--- src/rtl/rvfi_cover_monitor.sv ---
// Coverage-goal monitor for RVFI retire traffic: counts qualified retire events
// while armed and reports whether the goal thresholds are met before a cycle budget expires.
module rvfi_cover_monitor #(
    parameter int NRET    = 1,
    parameter int CNT_W   = 8,
    parameter int TIMEOUT = 20
) (
    input  logic                 clk,
    input  logic                 resetn,
    input  logic                 clear,
    input  logic                 arm,
    input  logic [NRET-1:0]      rvfi_valid,
    input  logic [NRET-1:0]      rvfi_trap,
    input  logic [32*NRET-1:0]   rvfi_insn,
    input  logic [4*NRET-1:0]    rvfi_mem_rmask,
    input  logic [4*NRET-1:0]    rvfi_mem_wmask,
    input  logic                 instr_req_valid,
    input  logic                 instr_req_ready,
    input  logic [CNT_W-1:0]     thr_rd,
    input  logic [CNT_W-1:0]     thr_wr,
    input  logic [CNT_W-1:0]     thr_long,
    input  logic [CNT_W-1:0]     thr_compr,
    output logic [CNT_W-1:0]     cnt_rd,
    output logic [CNT_W-1:0]     cnt_wr,
    output logic [CNT_W-1:0]     cnt_long,
    output logic [CNT_W-1:0]     cnt_compr,
    output logic [CNT_W-1:0]     cnt_ireq,
    output logic [CNT_W-1:0]     cnt_cycles,
    output logic [1:0]           state,
    output logic                 goal_met,
    output logic                 timed_out
);

    typedef enum logic [1:0] {
        ST_IDLE    = 2'd0,
        ST_ARMED   = 2'd1,
        ST_MET     = 2'd2,
        ST_TIMEOUT = 2'd3
    } state_t;

    localparam logic [32:0] TIMEOUT_L = 33'(TIMEOUT);

    state_t            state_r;
    logic [NRET-1:0]   ret_s;
    logic [2:0]        n_rd_s;
    logic [2:0]        n_wr_s;
    logic [2:0]        n_long_s;
    logic [2:0]        n_compr_s;
    logic [2:0]        n_ireq_s;
    logic              goal_s;
    logic              tmo_s;
    logic              insn_unused_s;

    // Adds a small per-cycle event count, clamping at the counter maximum instead of wrapping.
    function automatic logic [CNT_W-1:0] sat_add(input logic [CNT_W-1:0] a, input logic [2:0] b);
        logic [CNT_W:0] sum;
        sum = {1'b0, a} + {{(CNT_W-2){1'b0}}, b};
        if (sum[CNT_W]) begin
            sat_add = {CNT_W{1'b1}};
        end else begin
            sat_add = sum[CNT_W-1:0];
        end
    endfunction

    // Only the opcode size bits of each instruction word matter here.
    assign insn_unused_s = ^rvfi_insn;

    assign ret_s     = rvfi_valid & ~rvfi_trap;
    assign n_ireq_s  = {2'b00, instr_req_valid & instr_req_ready};
    assign goal_s    = (cnt_rd >= thr_rd) && (cnt_wr >= thr_wr) &&
                       (cnt_long >= thr_long) && (cnt_compr >= thr_compr);
    assign tmo_s     = (TIMEOUT_L != 33'd0) && (33'(cnt_cycles) >= TIMEOUT_L);

    // Per-cycle event population counts across all retire channels.
    always_comb begin
        n_rd_s    = 3'd0;
        n_wr_s    = 3'd0;
        n_long_s  = 3'd0;
        n_compr_s = 3'd0;
        for (int k = 0; k < NRET; k++) begin
            n_rd_s    = n_rd_s    + {2'b00, ret_s[k] & (|rvfi_mem_rmask[4*k +: 4])};
            n_wr_s    = n_wr_s    + {2'b00, ret_s[k] & (|rvfi_mem_wmask[4*k +: 4])};
            n_long_s  = n_long_s  + {2'b00, ret_s[k] & (&rvfi_insn[32*k +: 2])};
            n_compr_s = n_compr_s + {2'b00, ret_s[k] & ~(&rvfi_insn[32*k +: 2])};
        end
    end

    // Goal FSM and event counters; clear returns everything to IDLE with zero counts.
    always_ff @(posedge clk or negedge resetn) begin
        if (!resetn) begin
            state_r    <= ST_IDLE;
            cnt_rd     <= '0;
            cnt_wr     <= '0;
            cnt_long   <= '0;
            cnt_compr  <= '0;
            cnt_ireq   <= '0;
            cnt_cycles <= '0;
        end else if (clear) begin
            state_r    <= ST_IDLE;
            cnt_rd     <= '0;
            cnt_wr     <= '0;
            cnt_long   <= '0;
            cnt_compr  <= '0;
            cnt_ireq   <= '0;
            cnt_cycles <= '0;
        end else begin
            case (state_r)
                ST_IDLE: begin
                    if (arm) begin
                        state_r <= ST_ARMED;
                    end else begin
                        state_r <= ST_IDLE;
                    end
                end
                ST_ARMED: begin
                    cnt_rd     <= sat_add(cnt_rd, n_rd_s);
                    cnt_wr     <= sat_add(cnt_wr, n_wr_s);
                    cnt_long   <= sat_add(cnt_long, n_long_s);
                    cnt_compr  <= sat_add(cnt_compr, n_compr_s);
                    cnt_ireq   <= sat_add(cnt_ireq, n_ireq_s);
                    cnt_cycles <= sat_add(cnt_cycles, 3'd1);
                    // Goal is checked first so it wins a tie with the budget expiring.
                    if (goal_s) begin
                        state_r <= ST_MET;
                    end else if (tmo_s) begin
                        state_r <= ST_TIMEOUT;
                    end else begin
                        state_r <= ST_ARMED;
                    end
                end
                ST_MET:     state_r <= ST_MET;
                ST_TIMEOUT: state_r <= ST_TIMEOUT;
                default:    state_r <= ST_IDLE;
            endcase
        end
    end

    assign state     = state_r;
    assign goal_met  = (state_r == ST_MET);
    assign timed_out = (state_r == ST_TIMEOUT);

endmodule

--- config.mk ---
export PLATFORM = sky130hd
export DESIGN_NAME = rvfi_cover_monitor
export DESIGN_NICKNAME = d
export VERILOG_FILES = /design/src/rtl/rvfi_cover_monitor.sv
export SDC_FILE = /design/constraint.sdc
export NUM_CORES = 1
export LEC_CHECK = 0
export CORE_ASPECT_RATIO = 0.5
export CORE_MARGIN = 2
export CORE_UTILIZATION = 35
export CTS_CLUSTER_DIAMETER = 100
export DETAILED_ROUTE_END_ITERATION = 16
export HOLD_SLACK_MARGIN = 0.08
export PLACE_DENSITY = 0.64
export SLEW_MARGIN = 20
export SYNTH_ARGS = -nofsm -noshare
export SYNTH_HDL_FRONTEND = slang
export SYNTH_SLANG_ARGS = --single-unit
--- constraint.sdc ---
create_clock -name clk -period 2 [get_ports clk]
set_input_delay 0.4 -clock clk [delete_from_list [all_inputs] [get_ports clk]]
set_output_delay 0.4 -clock clk [all_outputs]
set_load 0.01 [all_outputs]
After elaboration in Yosys (flattened, before gate mapping)
Index checks and enable logic that the tools add are counted.
- input port bits: 80
- memory bits (writable): 0
- register bits: 50
- output and inout bits: 52
- word-level logic and storage cells: 60
- memory bits (read-only): 0
- memories kept: 0
- latch bits: 0
- $mul: 0
- add/subtract/negate cells: 6
- divide/modulo/power cells: 0
- shift-type cells: 0
- muxes and demuxes: 23
- bitwise gates (word level): 8
- order comparisons: 5
- equal/unequal tests: 3
- reductions and logical operators: 8
- operator list (kind ; count):
    2-to-1 mux 8 bit ; 18
    adder 8 x 1 -> 9 bit ; 5
    greater-or-equal comparator 8 bit ; 4
    adder 8 x 1 -> 9 bit (second input constant) ; 1
    greater-or-equal comparator 8 x 5 -> 1 bit (second input constant) ; 1
    case mux 2 bit (4 select lines) ; 1
    OR reduction 4 bit ; 2
    bitwise AND 1 bit ; 6
    2-to-1 mux 2 bit ; 3
    == test 2 bit (second input constant) ; 2
    logical AND 1 bit ; 3
    == test 2 x 1 -> 1 bit (second input constant) ; 1
    zero test 2 bit ; 1
    inverter 1 bit ; 2
    AND reduction 2 bit ; 1
    nonzero test 2 bit ; 1
    2-to-1 mux 1 bit ; 1

Longest topological paths before layout
Gate-level depths: netlist of run 1.
- depth after elaboration: 7
- mapped depth: 9
- depth with buffers taken out: 9

Least setup slack after synthesis of run 1
No wires, ideal clock.
- path type: in2reg
- start point: input port rvfi_trap
- end point: register cnt_wr[5]
- data required time: 1.901 ns
- cell stages on the path: 9
- arrival time: 1.798 ns
- setup time: 0.099 ns
- path buffers: 0
- slack: 0.103 ns
- cell sequence: nand2b_1 > nor2_1 > ha_1 > ha_1 > and3_2 > nand4_4 > a21oi_2 > nor2_1 > a311oi_1
- word-level cells in the longest chain between the ends: 7
- ends and longest elaborated chain (what ; RTL line ; source):
    from (decl) ; 13 ; input logic [NRET-1:0] rvfi_trap,
    inverter 1 bit ; 68 ; assign ret_s = rvfi_valid & ~rvfi_trap;
    bitwise AND 1 bit ; 68 ;
    bitwise AND 1 bit ; 82 ; n_wr_s = n_wr_s + {2'b00, ret_s[k] & (|rvfi_mem_wmask[4*k +: 4])};
    adder 8 x 1 -> 9 bit ; 57 ; sum = {1'b0, a} + {{(CNT_W-2){1'b0}}, b};
    2-to-1 mux 8 bit ; 58 ; if (sum[CNT_W]) begin
    2-to-1 mux 8 bit ; 107 ; case (state_r)
    2-to-1 mux 8 bit ; 98 ; end else if (clear) begin
    to (signal assigned) ; 117 ; cnt_wr <= sat_add(cnt_wr, n_wr_s);
    to (decl) ; 24 ; output logic [CNT_W-1:0] cnt_wr,
No other way between the ends. The select of a mux whose other input is x is not followed.
A chain may end at the register's enable or synchronous reset.

Final worst setup path of run 1
- start point: input port instr_req_valid
- end point: register cnt_ireq[1]
- word-level cells in the longest chain between the ends: 5
- ends and longest elaborated chain (what ; RTL line ; source):
    from (decl) ; 17 ; input logic instr_req_valid,
    bitwise AND 1 bit ; 69 ; assign n_ireq_s = {2'b00, instr_req_valid & instr_req_ready};
    adder 8 x 1 -> 9 bit ; 57 ;
    2-to-1 mux 8 bit ; 58 ;
    2-to-1 mux 8 bit ; 107 ;
    2-to-1 mux 8 bit ; 98 ;
    to (signal assigned) ; 120 ; cnt_ireq <= sat_add(cnt_ireq, n_ireq_s);
    to (decl) ; 27 ; output logic [CNT_W-1:0] cnt_ireq,
No other way between the ends. The select of a mux whose other input is x is not followed.

==> results of run 1 <==
==> synthesized netlist by cell type (all sizes together) (5+ instances only) <==
master / number / area share (%)
nand2: 16 / 1.8
nand2b: 5 / 0.88
dfrtp: 50 / 35
nor2: 54 / 5.7
o21ai: 20 / 2.8
a31oi: 6 / 1.1
a211oi: 22 / 4.6
nand4: 10 / 2.4
and3: 19 / 3.4
a221oi: 7 / 1.7
inv: 37 / 3.9
a21o: 6 / 1.3
buf: 7 / 1.6
clkbuf: 7 / 0.74
ha: 44 / 15
nand3: 28 / 4.1
a21oi: 12 / 1.8
nor3: 10 / 1.5
mux2i: 7 / 2.0
==> stage by stage <==
| stage | TNS [ns] | total power [µW] | util, % |
|---|---|---|---|
| 2_1_floorplan | 0 | 1255 | - |
| 3_3_place_gp | -13.37 | 1479 | 52.27 |
| 3_5_place_dp | -14.34 | 1486 | 52.27 |
| 4_1_cts | 0 | 2374 | 54.90 |
| 5_1_grt | -0.1612 | 2517 | 57.55 |
| 6_report | 0 | 2387 | 57.55 |
==> power by group <==
group	leakage, µW	switching (µW)	internal, µW
Combinational	0.00178	219	244
Clock	0.0000739	368	497
Sequential	0.000689	26.2	1030
Total	0.00254	613	1770
==> layer usage <==
metal	vias up	track usage, %	part of all wire [%]
met4	0	3.236	0.72
li1	1783	-	-
met1	1673	23.75	47
met2	62	31.04	49
met3	7	2.754	3.6
met5	-	0	0
==> area by class of cell <==
type | count | area, µm² | share of cell area [%]
timing repair buffer | 153 | 1439 | 25.87
inverter | 37 | 138.9 | 2.497
tap | 135 | 168.9 | 3.036
clock inverter | 1 | 5.005 | 0.08997
multi-input combinational | 304 | 2417 | 43.45
sequential | 50 | 1251 | 22.49
clock buffer | 7 | 142.6 | 2.564
==> logic make-up after synthesis <==
kind of cell / Yosys count / share of synthesized area (%)
adders and majority gates: 44 / 15.43
and+or+nand+nor: 164 / 24.45
DFF: 50 / 35.08
buffers and inverters: 51 / 6.208
AOI/OAI and AO/OA: 89 / 16.87
muxes: 7 / 1.964
==> sequential cells by signal (all words and copies together) (netlist names) <==
signal      cells
cnt_long        8
cnt_compr       8
cnt_rd          8
cnt_wr          8
state           2
cnt_ireq        8
cnt_cycles      8
==> worst max-delay path, delay by kind of cell <==
family | cells | cell delay (ns)
AND/OR/NAND/NOR | 4 | 0.68
AO/OA/AOI/OAI | 1 | 0.26
adder cells (fa/ha/maj) | 2 | 0.35
buffers and inverters | 1 | 0.44
==> final timing paths <==
check / end / from / cells after the start / slack, ns
hold reg to reg: cnt_compr[0] / cnt_compr[0] / 2 / 0.59
max in group asynchronous: cnt_long[0] / resetn / 2 / 1.68
min in group clk: cnt_cycles[4] / clear / 2 / 0.58
hold / removal: cnt_wr[6] / resetn / 2 / 0.08
setup reg to reg: state[1] / cnt_compr[6] / 7 / 0.23
setup / recovery: cnt_ireq[1] / instr_req_valid / 8 / 0.05
==> timing repair <==
item	in CTS	in global routing
pin swaps	5	21
cloned	0	0
gates resized for setup	25	42
endpoints found under the setup margin	30	35
hold endpoints to repair	0	0
setup buffers	0	4
==> flow_summary.json, run 1 <==
{
  "outcome": "finished clean",
  "worst_pin_slew_ns": 0.5435,
  "drt-pass1-iter-count": 4,
  "vias_per_cell": 5.131,
  "io_pins": 132,
  "dp_slack_ns": -0.5214,
  "cts_inserted_buffers": 5,
  "clock.fmax_mhz": 513.8,
  "final_cells": 687,
  "finalClockSkew_ns": 0.007787,
  "synth_cell_types": 47,
  "antenna_found_initial": 0,
  "hold_slack_ns": 0.08450,
  "rows": 25,
  "maxCapViolations": 0,
  "routedWlPerCell_um": 14.11,
  "relSlewSlack_pct": 63.77,
  "synth.net_count": 529,
  "die-area_um2": 11060,
  "hold_class": "in2async",
  "p_per_area_nw_per_um2": 429.0,
  "fin_area_um2": 5563,
  "hold_violations": 0,
  "tritoncts": "done",
  "postSynthRegisterBits": 50,
  "path_max_fanout": 6,
  "ant_nets": 0,
  "finalSetupViolations": 0,
  "antenna_cells": 0,
  "grt_pass1_vias": 3310,
  "worstSetupEndpointType": "register",
  "final_cell_mix": "clkdlybuf4s50_1, nor2_1, dfrtp_1",
  "path_cells": "clkdlybuf4s50_1 -> and2_1 -> ha_2 -> ha_1 -> and3_1 -> and3_4 -> nand3_2 -> a211oi_1",
  "port_buffers": 101,
  "cts_num_sinks": 50,
  "period_minus_slack_ns": 1.946,
  "seq_area_frac_synth_pct": 35.08,
  "fillers": 883,
  "critPathMaxStageDelay_ns": 0.44,
  "cp.required_ns": 2.20,
  "grt_pass1_wl_mm": 15.85,
  "grt_max_degree": 51,
  "dp_cells": 675,
  "die_h_um": 75.39,
  "drt-initial-drc-count": 139,
  "netlist_area_um2": 3567,
  "final_common_cell": "clkdlybuf4s50_1",
  "final_net_count": 675,
  "finalCritPeriodShare_pct": 97.31,
  "arrival_ns": 2.14,
  "synth_ff_type": "dfrtp_1",
  "area_growth_pct": 55.95,
  "clk_pin_slew_worst_paths_ns": 0.07,
  "grt_overflow_total": 0,
  "routed_wl_mm": 9.697,
  "die_w_um": 146.8,
  "insertion_delay_ns": 0.29,
  "cts_hold_buffers": 0,
  "finalMaxSlewViolations": 0,
  "grt_use_total_pct": 17.61,
  "root_buffer": "clkbuf_16",
  "initial_core_util_pct": 36.91,
  "synth_edf_count": 0,
  "dp_hpwl_mm": 7.020,
  "place.gp.congestion": 0.8291,
  "postSynthAreaPerCell_um2": 8.808,
  "core_um2": 9666,
  "grt_setup_unrepaired": "yes",
  "critPathSlowestCell": "clkdlybuf4s50_1",
  "leakagePower_uw": 0.002544,
  "async_reset_ff_share_pct": 100.0,
  "placed_area_um2": 5052,
  "clk_path_buf_depth": 2,
  "via_count": 3525,
  "drive_gt1_share_pct": 20.11,
  "yosysWarningCount": 0,
  "crit_type": "in2reg",
  "synthCells": 405,
  "htreeDepth": 2,
  "vdd_ir_drop_max_v": 0.0003366,
  "timing.final.ws_setup_ns": 0.05386,
  "drc": 0,
  "start_kind": "input pin"
}
No activity file was read; power rests on OpenSTA's default activity.
==> run 2: changes to the inputs <==
--- a/config.mk
+++ b/config.mk
@@ -6,7 +6,7 @@
 export NUM_CORES = 1
 export LEC_CHECK = 0
 export CORE_ASPECT_RATIO = 0.5
-export CORE_MARGIN = 2
+export CORE_MARGIN = 3
 export CORE_UTILIZATION = 35
 export CTS_CLUSTER_DIAMETER = 100
 export DETAILED_ROUTE_END_ITERATION = 16
==> run 2 against run 1 <==
  * Combinational power grew 0.9%
  * First-iteration DRC count grew 5.8%
  * Fmax grew 0.69%
  * Sequential share of layout area shrank 0.28 points
  * Critical endpoint is now state[1]
  * Largest power group unchanged
==> flow_summary.json, run 2 (same netlist as run 1, synthesis figures left out) <==
{
  "outcome": "finished clean",
  "drt-pass1-iter-count": 4,
  "grt_use_total_pct": 17.05,
  "io_pins": 132,
  "top_layer": "met4",
  "vias_per_cell": 5.126,
  "finalMaxSlewViolations": 0,
  "final_cell_mix": "clkdlybuf4s50_1, nor2_1, dfrtp_1",
  "setup_tns_ns": 0,
  "fin_area_um2": 5634,
  "finalSetupViolations": 0,
  "grt_max_degree": 51,
  "final_common_cell": "clkdlybuf4s50_1",
  "vdd_ir_drop_max_v": 0.0003436,
  "final_cells": 685,
  "routedWlPerCell_um": 14.54,
  "drive_gt1_share_pct": 22.73,
  "placed_area_um2": 5040,
  "drt-initial-drc-count": 147,
  "path_max_fanout": 2,
  "cts_hold_buffers": 0,
  "die-area_um2": 11510,
  "p_per_area_nw_per_um2": 444.9,
  "final_net_count": 674,
  "met3WireLength_um": 304,
  "ant_nets": 0,
  "dp_cells": 675,
  "core_um2": 9666,
  "rr_endpoint": "state[1]",
  "r2r_start": "cnt_long[0]",
  "worst_pin_slew_ns": 0.3617,
  "clock.fmax_mhz": 517.4,
  "start_kind": "input pin",
  "crit_type": "in2reg",
  "critPathSlowestCell": "clkdlybuf4s50_1",
  "cts_inserted_buffers": 5,
  "total_power_uw": 2507,
  "place.gp.congestion": 0.8063,
  "routed_wl_mm": 9.960,
  "clk_pin_slew_worst_paths_ns": 0.06,
  "antenna_cells": 0,
  "reg2regPathDepth": 8,
  "dp_hpwl_mm": 7.121,
  "critPathMaxStageDelay_ns": 0.46,
  "cp-endpoint": "state[1]",
  "hold_violations": 0,
  "relSlewSlack_pct": 75.88,
  "period_minus_slack_ns": 1.933,
  "rrSetupSlack_ns": 0.16,
  "wl_met2_mm": 4.807,
  "leakagePower_uw": 0.002565,
  "fillers": 841,
  "drc": 0,
  "tritoncts": "done",
  "insertion_delay_ns": 0.29,
  "worstSetupEndpointType": "register",
  "rows": 25,
  "wl_met1_mm": 4.754,
  "grt_pass1_wl_mm": 16.28,
  "path_cells": "clkdlybuf4s50_1 -> inv_1 -> ha_1 -> and3_4 -> a221oi_2 -> o31ai_4 -> nand4_1 -> a31oi_1",
  "grt_pass1_vias": 3350,
  "maxCapViolations": 0,
  "initial_core_util_pct": 36.91,
  "via_count": 3511,
  "htreeDepth": 2,
  "port_buffers": 101,
  "grt_overflow_total": 0,
  "clk_path_buf_depth": 2,
  "die_h_um": 77.39,
  "area_growth_pct": 57.94,
  "arrival_ns": 2.10,
  "cts_num_sinks": 50,
  "die_w_um": 148.8,
  "hold_class": "in2async",
  "antenna_found_initial": 0,
  "finalCritPeriodShare_pct": 96.64,
  "finalClockSkew_ns": 0.004907,
  "root_buffer": "clkbuf_16",
  "cp.required_ns": 2.16,
  "critPathLaunch": "thr_long[6]"
}
## run 2: worst max-delay path, delay by kind of cell
kind	cells	cell delay, ns
compound gates	3	0.56
buf+inv	2	0.50
simple gates	2	0.34
fa+ha+maj	1	0.30
## run 2: stage by stage
step / setup slack [ns] / hold slack [ns] / util, %
global placement: -0.4833 / 0.4143 / 52.14
CTS: 0.004689 / 0.09848 / 54.93
detailed placement: -0.4828 / 0.4125 / 52.14
finish: 0.06729 / 0.08179 / 58.29
global route: -0.02371 / 0.1138 / 58.29
floorplan: 0.1028 / 0.1044 / -
## run 2: worst min path at each step
stage / startpoint / endpoint / slack [ns] / cells past startpoint
floorplan: resetn / cnt_compr[0] / 0.10 / 0
global placement: resetn / cnt_wr[6] / 0.41 / 2
detailed placement: resetn / cnt_wr[7] / 0.41 / 2
CTS: resetn / cnt_cycles[3] / 0.1 / 2
global route: resetn / cnt_wr[7] / 0.11 / 2
finish: resetn / cnt_wr[7] / 0.08 / 2
## run 2: what timing repair did
| action | in CTS | in global routing |
|---|---|---|
| endpoints found under the setup margin | 29 | 35 |
| setup buffers | 0 | 4 |
| pin swaps | 5 | 22 |
| gates resized for setup | 27 | 59 |
## run 2: power breakdown
part | leakage (µW) | internal, µW | switching, µW
clock | 0.0000829 | 618 | 364
combinational | 0.00179 | 242 | 225
sequential | 0.000689 | 1030 | 25.4
total | 0.00257 | 1890 | 615
## run 2: layer usage
metal  GRT usage (%)  up-vias
li1                -     1779
met1           23.20     1676
met2           28.61       50
met3           2.917        6
met4           3.927        0
met5               0        -
## run 2: layout make-up
cell class / instances / area, µm² / area share (%)
clock buffer: 6 / 138.9 / 2.465
clock inverter: 1 / 30.03 / 0.5330
inverter: 37 / 138.9 / 2.465
multi-input combinational: 304 / 2484 / 44.08
sequential: 50 / 1251 / 22.21
tap: 135 / 168.9 / 2.998
timing repair buffer: 152 / 1423 / 25.25
